$ cat config.mk
export PLATFORM = sky130hd
export DESIGN_NAME = i2c_deserializer
export DESIGN_NICKNAME = d
export VERILOG_FILES = /design/src/rtl/i2c_deserializer.sv
export SDC_FILE = /design/constraint.sdc
export NUM_CORES = 1
export LEC_CHECK = 0
export ABC_AREA = 0
export CAP_MARGIN = 10
export CORE_MARGIN = 3
export CORE_UTILIZATION = 35
export CTS_CLUSTER_DIAMETER = 50
export DETAILED_ROUTE_END_ITERATION = 7
export GPL_ROUTABILITY_DRIVEN = 0
export GPL_TIMING_DRIVEN = 0
export PLACE_DENSITY_LB_ADDON = 0.15
export SKIP_LAST_GASP = 1
export SLEW_MARGIN = 15
export SYNTH_ARGS = -nofsm -noshare
export SYNTH_HDL_FRONTEND = slang
export SYNTH_SLANG_ARGS = --single-unit
$ cat constraint.sdc
create_clock -name CLK -period 2.94 [get_ports CLK]
set_clock_uncertainty 0.2 [all_clocks]
set_input_delay 0.441 -clock CLK [delete_from_list [all_inputs] [get_ports CLK]]
set_output_delay 0.441 -clock CLK [all_outputs]
set_load 0.005 [all_outputs]
$ cat src/rtl/i2c_deserializer.sv
// i2c_deserializer: receives I2C read-data bytes from the slave (MSB-first) into a 64-bit buffer.
// Ports: CLK/RST (async active-high); SCL_IN/SDA_IN raw pad lines; RX_EN read phase enable;
// CLEAR_RX clears buffer and flags; DATA_TO_CORE byte n at [8n+7:8n]; RX_BYTE_CNT bytes stored;
// BYTE_DONE byte strobe; ACK_SLOT awaiting 9th SCL rise; RX_FULL 8 bytes held; OVERRUN sticky.
module i2c_deserializer (
  input  logic        CLK,
  input  logic        RST,
  input  logic        SCL_IN,
  input  logic        SDA_IN,
  input  logic        RX_EN,
  input  logic        CLEAR_RX,
  output logic [63:0] DATA_TO_CORE,
  output logic [3:0]  RX_BYTE_CNT,
  output logic        BYTE_DONE,
  output logic        ACK_SLOT,
  output logic        RX_FULL,
  output logic        OVERRUN
);
  typedef enum logic [1:0] {IDLE, DATA, ACK} state_t;
  state_t state, state_nxt;
  logic [1:0] scl_sync, sda_sync;
  logic scl_prev, scl_rise, byte_end;
  logic [7:0] shift, byte_nxt;
  logic [2:0] bit_cnt;
  assign scl_rise = scl_sync[1] & ~scl_prev;
  assign byte_nxt = {shift[6:0], sda_sync[1]};
  // CLEAR_RX suppresses completion so no strobe or write happens in its cycle
  assign byte_end = (state == DATA) & RX_EN & scl_rise & (bit_cnt == 3'd7) & ~CLEAR_RX;
  assign RX_FULL = RX_BYTE_CNT == 4'd8;
  always_ff @(posedge CLK or posedge RST)
    if (RST) state <= IDLE;
    else state <= state_nxt;
  always_comb
    state_nxt = CLEAR_RX ? IDLE :
                (state == IDLE) ? (RX_EN ? DATA : IDLE) :
                !RX_EN ? IDLE :
                (state == DATA) ? (byte_end ? ACK : DATA) :
                (scl_rise ? DATA : ACK);
  always_comb ACK_SLOT = state == ACK;
  // synchronizers reset high (idle bus) so a rise needs SCL seen low first
  always_ff @(posedge CLK or posedge RST)
    if (RST) begin
      scl_sync     <= 2'b11;
      sda_sync     <= 2'b11;
      scl_prev     <= 1'b1;
      shift        <= 8'd0;
      bit_cnt      <= 3'd0;
      DATA_TO_CORE <= 64'd0;
      RX_BYTE_CNT  <= 4'd0;
      BYTE_DONE    <= 1'b0;
      OVERRUN      <= 1'b0;
    end else begin
      scl_sync  <= {scl_sync[0], SCL_IN};
      sda_sync  <= {sda_sync[0], SDA_IN};
      scl_prev  <= scl_sync[1];
      BYTE_DONE <= byte_end;
      if (CLEAR_RX) begin
        shift        <= 8'd0;
        bit_cnt      <= 3'd0;
        DATA_TO_CORE <= 64'd0;
        RX_BYTE_CNT  <= 4'd0;
        OVERRUN      <= 1'b0;
      end else begin
        if (state != DATA || !RX_EN) bit_cnt <= 3'd0;
        else if (scl_rise) begin
          shift   <= byte_nxt;
          bit_cnt <= bit_cnt + 3'd1;
        end
        if (byte_end) begin
          if (RX_FULL) OVERRUN <= 1'b1;
          else begin
            DATA_TO_CORE[{RX_BYTE_CNT[2:0], 3'b000} +: 8] <= byte_nxt;
            RX_BYTE_CNT <= RX_BYTE_CNT + 4'd1;
          end
        end
      end
    end
endmodule
==> impl_results.rst, run 1 <==
.. list-table::
   :header-rows: 1

   * - Metric
     - Value
   * - Run status
     - completed
   * - Count of nets left with antenna violations after detail routing
     - 0
   * - Unrepaired setup endpoints after global routing
     - false
   * - Final Max Tran Viols
     - 0
   * - Buffers from clock root to sink, at most
     - 2
   * - Chip Height
     - 112 microns
   * - Part of the Yosys area used for sequential elements
     - 0.555
   * - Number of global-route vias before repair
     - 2625
   * - Drt pass-1 iters
     - 4
   * - Avg Cell Area, Syn
     - 12.4 sq um
   * - Startpoint type of the worst setup path
     - flip-flop
   * - Storage element area
     - 0.00218 sq mm
   * - Post_cts resized
     - 0
   * - Critical Path Fanout Max
     - 9
   * - Number of distinct library cells after synthesis
     - 35
   * - # IOs
     - between 70 and 80
   * - Cell count after synthesis
     - ~320
   * - Number of enable flip-flop cells after synthesis
     - 0
   * - Wire length after detailed routing
     - 9270 microns
   * - Placeable core region
     - ~0.011 sq mm
   * - Remaining DRCs
     - 0
   * - Yosys synthesis warning count
     - 0
   * - Classification of the worst setup path
     - flip-flop to output port
   * - Cell area after synthesis
     - 0.00393 sq mm
   * - Floorplan row count
     - 38
   * - Primary FF master, synth
     - dfrtp_1
   * - Sinks on Clock Net
     - 87
   * - Number of cells on the worst reg-to-reg path
     - 7
   * - CTS H-tree lvls
     - 3
   * - Worst-Skew Late Latency
     - 350 ps
   * - Final number of hold-violating endpoints
     - 0
   * - Synthesized net count
     - 330
   * - Hold-fix buffers at CTS
     - 0
   * - Post-DP HPWL
     - about 6400 microns
   * - Final net count
     - 419
   * - Per-cell via count in the routed design
     - approximately 4.8
   * - Leak Pwr
     - 2.63 nW
   * - Width of the die
     - between 100 and 150 microns
   * - Quantity of I/O buffers inserted on ports
     - 77
   * - Largest net degree at the start of global routing
     - between 50 and 60
   * - Fillcell total
     - between 1000 and 1500
   * - Post-CTS setup buffer count
     - 0
   * - Post-route clock period utilization
     - 0.917
   * - Power per cell area
     - roughly 400 mW/mm^2
   * - Worst hold path depth
     - 0
   * - Post-layout util
     - 0.467
   * - Area taken by multi-input logic gates
     - roughly 0.0016 sq mm
   * - Clock tree from TritonCTS
     - built
   * - Share of post-route cells with drive strength above 1
     - 0.104
   * - Vias post-DR
     - 2638
   * - Area enclosed by the die boundary
     - 0.0125 sq mm
   * - Max-cap violation count
     - 0
   * - Final-report setup violation count
     - 0
   * - F_max
     - 0.371 GHz
   * - GRT Util Overall
     - 0.150
   * - Transition time at the pin with the least slew margin
     - roughly 570 ps
   * - Non-Filler Cell Area, Final
     - 0.00509 sq mm
   * - Grt ovf
     - 0
   * - Critical Path AT
     - 2060 ps
   * - Area growth from synthesis to final layout
     - 29.4%
   * - Antenna diode count
     - 0
   * - Reg clk slew, reported paths
     - 90 ps
   * - Post-synthesis async set-or-reset flop share
     - 1.00
   * - Count of routing violations after the opening detailed-route iteration
     - between 100 and 150
   * - First-pass GRT wire length
     - ~15000 microns
   * - Yosys reg bits
     - 87
   * - Effective utilization at floorplan
     - 0.361
   * - CTS buffer count
     - 9
   * - Worst ir drop on vdd
     - 0.163 mV
   * - Clock period minus final worst setup slack
     - 2700 ps
   * - Root buffer cell
     - clkbuf_8
   * - Per-cell routed wire length
     - approximately 17 microns
   * - Number of antenna violations at the first check in global routing
     - 0
   * - Hold/Removal Path Class
     - flip-flop to flip-flop
   * - Type of destination of the critical path
     - output port
   * - Post-Place Cell Area
     - around 0.0049 sq mm
   * - Slew headroom
     - 0.617
   * - Critical Path RT
     - 2300 ps
-- area by class of cell --
cell class,count,share of cell area
buffer,15,0.0175
clock buffer,10,0.0270
clock inverter,6,0.00861
inverter,5,0.00418
multi-input combinational,211,0.322
sequential,87,0.429
tap,140,0.0344
timing repair buffer,78,0.157
-- final timing paths --
kind,start,to,slack [ps]
setup / recovery,RX_BYTE_CNT[0]$_DFFE_PP0P_,RX_FULL,240
hold / removal,scl_sync[0]$_DFF_PP1_,scl_sync[1]$_DFF_PP1_,160
setup reg to reg,RX_BYTE_CNT[0]$_DFFE_PP0P_,DATA_TO_CORE[3]$_DFFE_PP0P_,330
hold reg to reg,scl_sync[0]$_DFF_PP1_,scl_sync[1]$_DFF_PP1_,160
max in group asynchronous,RST,sda_sync[1]$_DFF_PP1_,1590
min in group asynchronous,RST,DATA_TO_CORE[58]$_DFFE_PP0P_,270
-- critical path, cell delays in order, from the launching register on --
cell             delay, ps
dfrtp_1                510
inv_1                  150
ha_1                   230
nand3b_1               170
inv_2                  140
clkdlybuf4s50_1        510
-- state kept, by name, indices dropped and copies added, names as in the netlist --
signal        flops
scl_prev          1
shift             7
RX_BYTE_CNT       4
scl_sync          2
sda_sync          2
OVERRUN           1
bit_cnt           3
DATA_TO_CORE     64
BYTE_DONE         1
state             2
-- cells by family after synthesis --
kind of cell               synth area share
buffers and inverters                0.0274
adders and majority gates            0.0191
and+or+nand+nor                       0.203
xor gates and xnor gates            0.00668
AOI/OAI and AO/OA                    0.0201
DFF                                   0.555
muxes                                 0.168
-- through the flow --
stage	TNS, ps	hold WS, ps	cells	setup WS (ps)	power [mW]
global route	0	164	552	49.9	2.15
detailed placement	0	147	536	230	1.31
floorplan	0	145	318	57.1	1.28
finish	0	160	552	244	2.06
global placement	-117990	146	535	-1410	1.31
CTS	0	161	552	202	2.09
-- power by group --
part	leakage (nW)	internal, mW	switching [mW]
clock network	0.0926	0.333	0.438
registers	1.20	1.20	0.00313
logic	1.34	0.0283	0.0505
total	2.63	1.56	0.492
-- metal layers --
metal	track usage	vias up	wire length (microns)
met5	0	-	0
met4	0.0409	0	83
met3	0.0283	9	421
met2	0.223	65	4150
met1	0.226	1323	4620
li1	-	1241	-
-- cell usage in the layout, fill, tap and decap left out, drive strengths merged, types with 3 or more instances in the layout --
| cell | count |
|---|---|
| a21oi | 8 |
| and3 | 3 |
| buf | 7 |
| clkbuf | 19 |
| clkdlybuf4s50 | 77 |
| clkinv | 4 |
| dfrtp | 82 |
| dfstp | 5 |
| ha | 6 |
| inv | 6 |
| mux2i | 65 |
| nand2 | 15 |
| nand2b | 66 |
| nand3 | 3 |
| nand4 | 5 |
| nand4b | 3 |
| nor2 | 16 |
| nor2b | 3 |
-- cell usage after synthesis (2+ instances only) --
cell      number  share of area
nand3b_1       2         0.0038
clkbuf_1       9         0.0086
nand4_1        2         0.0032
mux2i_1       65           0.17
dfrtp_1       82           0.52
buf_2          2         0.0025
nand4_4        2          0.011
and3_1         3         0.0048
dfstp_2        5          0.033
nand4b_2       3          0.011
and3b_1        2         0.0045
nor2b_1        3         0.0048
nand2b_1      66           0.11
a22o_1         2         0.0045
ha_1           6          0.019
xnor2_1        2         0.0045
a21oi_1        8          0.010
nand2_1       15          0.014
nor2_1        16          0.015
nand3_2        2         0.0051
buf_6          4          0.011
inv_1          4         0.0038
Note: power is estimated with default switching activity, not from simulation.
==> run 2, diff against run 1 <==
==> constraint.sdc (replaced) <==
create_clock -name CLK -period 2.99 [get_ports CLK]
set_clock_uncertainty 0.2 [all_clocks]
set_input_delay 0.4485 -clock CLK [delete_from_list [all_inputs] [get_ports CLK]]
set_output_delay 0.4485 -clock CLK [all_outputs]
set_load 0.05 [all_outputs]
==> run 2 against run 1 <==
  * Worst setup slack better by 17 ps
  * Sequential share of layout area about the same
  * Register-to-register slack better by 50 ps
  * Routed wire length about the same
  * Cell count stayed put
  * First-iteration DRC count is the same
  * Total power fell by 1.7%
==> impl_results.rst, run 2 (synthesis results as in run 1) <==
.. list-table::
   :header-rows: 1

   * - Metric
     - Value
   * - Run status
     - completed
   * - Quantity of I/O buffers inserted on ports
     - 77 (unchanged)
   * - Minimum hold slack
     - 160 ps (-0.0440 ps)
   * - Wire length the detailed router placed on met1
     - 4620 microns (about the same)
   * - First-pass GRT wire length
     - 14900 microns (unchanged)
   * - Worst hold path depth
     - 0 (unchanged)
   * - Flip-flop count of the largest register after layout
     - 64 (unchanged)
   * - Cell-internal power
     - 1.54 mW (-1.7%)
   * - Root buffer cell
     - clkbuf_8
   * - Top flop regs
     - DATA_TO_CORE (64), shift (7), RX_BYTE_CNT (4)
   * - CTS buffer count
     - 9 (unchanged)
   * - Unrepaired setup endpoints after global routing
     - false
   * - # IOs
     - 78 (unchanged)
   * - Number of antenna violations at the first check in global routing
     - 0 (unchanged)
   * - Antenna diode count
     - 0 (unchanged)
   * - Crit-path max cell delay
     - 540 ps (+30 ps)
   * - Sequential group share of total power
     - 0.586 (about the same)
   * - Clock period minus final worst setup slack
     - ~2700 ps
   * - Critical Path Fanout Max
     - 9 (unchanged)
   * - Per-cell via count in the routed design
     - 4.78 (unchanged)
   * - Largest net degree at the start of global routing
     - 54 (unchanged)
   * - Worst hold path startpoint
     - scl_sync[0]$_DFF_PP1_
   * - Setup_tns
     - 0 ps (unchanged)
   * - Post-DP HPWL
     - 6410 microns (unchanged)
   * - Setup ws final
     - 261 ps (+17.0 ps)
   * - Width of the die
     - 112 microns (unchanged)
   * - Final number of hold-violating endpoints
     - 0 (unchanged)
   * - Area growth from synthesis to final layout
     - 29.4% (about the same)
   * - Final net count
     - 419 (unchanged)
   * - Worst-Skew Late Latency
     - 340 ps (about the same)
   * - Final-report setup violation count
     - 0 (unchanged)
   * - Drt pass-1 iters
     - 4 (unchanged)
   * - CP top delay family
     - buffers and inverters
   * - Hold-fix buffers at CTS
     - 0 (unchanged)
   * - Remaining DRCs
     - 0 (unchanged)
   * - Slowest stage cell, crit path
     - dlygate4sd2_1
   * - Per-cell routed wire length
     - 16.8 microns (about the same)
   * - Cells traversed along the worst timing path
     - inv_1 -> ha_1 -> nand3b_1 -> inv_2 -> dlygate4sd2_1
   * - F_max
     - ~0.37 GHz
   * - FF-to-FF setup slack
     - 380 ps (+50 ps)
   * - Critical Path RT
     - 2340 ps (+40 ps)
   * - Instance count after placement with tap cells included
     - 536 (unchanged)
   * - Sinks on Clock Net
     - 87 (unchanged)
   * - Classification of the worst setup path
     - flip-flop to output port
   * - Post-route clock period utilization
     - 0.913
   * - Wire length after detailed routing
     - 9270 microns (about the same)
   * - Fillcell total
     - 1029 (unchanged)
   * - Endpoint with the worst hold slack
     - scl_sync[1]$_DFF_PP1_
   * - Post_cts resized
     - 1 (+1)
   * - Critical Path AT
     - 2080 ps (+20 ps)
   * - Bufs and invs on worst path
     - 3 (unchanged)
   * - Share of post-route cells with drive strength above 1
     - 0.104 (unchanged)
   * - Clock tree from TritonCTS
     - built
   * - Power per cell area
     - 397 mW/mm^2 (-1.7%)
   * - Net switching power figure
     - 0.484 mW (-1.7%)
   * - Effective utilization at floorplan
     - 0.361 (unchanged)
   * - Critical R2R Capture
     - DATA_TO_CORE[3]$_DFFE_PP0P_
   * - Post-CTS setup buffer count
     - 0 (unchanged)
   * - Register with the highest flop count
     - DATA_TO_CORE
   * - Number of global-route vias before repair
     - 2625 (unchanged)
   * - Most common library cell in the layout ignoring fill and taps
     - dfrtp_1
   * - Vias post-DR
     - 2638 (unchanged)
   * - Placeable core region
     - 0.0109 sq mm (unchanged)
   * - Area enclosed by the die boundary
     - 0.0125 sq mm (unchanged)
   * - Grt ovf
     - 0 (unchanged)
   * - Final standard cell count with taps included and fillers excluded
     - 552 (unchanged)
   * - Hold/Removal Path Class
     - flip-flop to flip-flop
   * - Post-Place Cell Area
     - 0.00491 sq mm (unchanged)
   * - Startpoint type of the worst setup path
     - flip-flop
   * - Leak Pwr
     - 2.63 nW (+0.19%)
   * - Count of routing violations after the opening detailed-route iteration
     - 101 (unchanged)
   * - Final Max Tran Viols
     - 0 (unchanged)
   * - R2r startpoint
     - RX_BYTE_CNT[0]$_DFFE_PP0P_
   * - Clock network fraction of design power
     - 0.375 (about the same)
   * - Non-Filler Cell Area, Final
     - 0.00509 sq mm (about the same)
   * - Max-cap violation count
     - 0 (unchanged)
   * - Switching share of total power
     - 0.239 (about the same)
   * - Area taken by multi-input logic gates
     - 0.00164 sq mm (unchanged)
   * - Post-layout util
     - 0.467 (about the same)
   * - Slew headroom
     - 0.617 (unchanged)
   * - CTS H-tree lvls
     - 3 (unchanged)
   * - Reg clk slew, reported paths
     - 90 ps (about the same)
   * - Number of cells on the worst reg-to-reg path
     - 7 (unchanged)
   * - Routed met3 length
     - 421 microns (unchanged)
   * - Type of destination of the critical path
     - output port
   * - Worst Setup Slack post-DPL
     - 273 ps (+42.5 ps)
   * - Worst ir drop on vdd
     - 0.161 mV (-1.7%)
   * - Leading cell types in the layout, fill and taps excluded
     - dfrtp_1 (82), clkdlybuf4s50_1 (76), nand2b_1 (66)
   * - Storage element area
     - 0.00218 sq mm (unchanged)
   * - Top layer reached by signal wires
     - met4
   * - Floorplan row count
     - 38 (unchanged)
   * - Chip Height
     - 112 microns (unchanged)
   * - GRT Util Overall
     - 0.150 (unchanged)
   * - Buffers from clock root to sink, at most
     - 2 (unchanged)
   * - Overall Power
     - 2.02 mW (-1.7%)
   * - Transition time at the pin with the least slew margin
     - 574 ps (unchanged)
   * - Met2 wire length
     - 4150 microns (about the same)
   * - Share of power burned in combinational logic
     - 0.038 (about the same)
   * - Count of nets left with antenna violations after detail routing
     - 0 (unchanged)
run 2: cell count changes in the layout (fill, tap and decap cells not counted), sizes merged:
cell | before | now
clkdlybuf4s50 | 77 | 76
dlygate4sd2 | 0 | 1
run 2: power groups by stage:
stage / Combinational [mW] / Clock [mW] / Sequential (mW)
6_report: 0.0775 / 0.759 / 1.19
5_1_grt: 0.0873 / 0.840 / 1.19
4_1_cts: 0.0803 / 0.787 / 1.19
3_5_place_dp: 0.0801 / 0 / 1.21
3_3_place_gp: 0.0744 / 0 / 1.21
2_1_floorplan: 0.0478 / 0 / 1.21
run 2: worst register-to-register path, delay by kind of cell, from the launching register on:
kind	cells	cell delay, ps
fa+ha+maj	2	620
buf+inv	1	130
flops	1	560
mux	1	280
simple gates	3	700
run 2: worst max-delay path by stage:
| stage | start | endpoint | slack, ps | cells after the start |
|---|---|---|---|---|
| after CTS | RX_BYTE_CNT[0]$_DFFE_PP0P_ | RX_FULL | 220 | 5 |
| after global routing | RX_BYTE_CNT[0]$_DFFE_PP0P_ | RX_FULL | 70 | 5 |
| after floorplan | RST | BYTE_DONE$_DFF_PP0_ | 100 | 1 |
| after global placement | RST | DATA_TO_CORE[42]$_DFFE_PP0P_ | -1370 | 2 |
| final | RX_BYTE_CNT[0]$_DFFE_PP0P_ | RX_FULL | 260 | 5 |
| after detailed placement | CLEAR_RX | RX_BYTE_CNT[2]$_DFFE_PP0P_ | 270 | 5 |
run 2: metal layers:
layer	vias up	track usage
met5	-	0
met4	0	0.0409
met3	9	0.0283
met2	65	0.223
met1	1323	0.226
li1	1241	-
run 2: cell type report:
class,instances,area share
Sequential cell,87,0.429
Multi-Input combinational cell,211,0.322
Timing Repair Buffer,78,0.157
Tap cell,140,0.0344
Clock buffer,10,0.0271
Buffer,15,0.0175
Clock inverter,6,0.00861
Inverter,5,0.00418
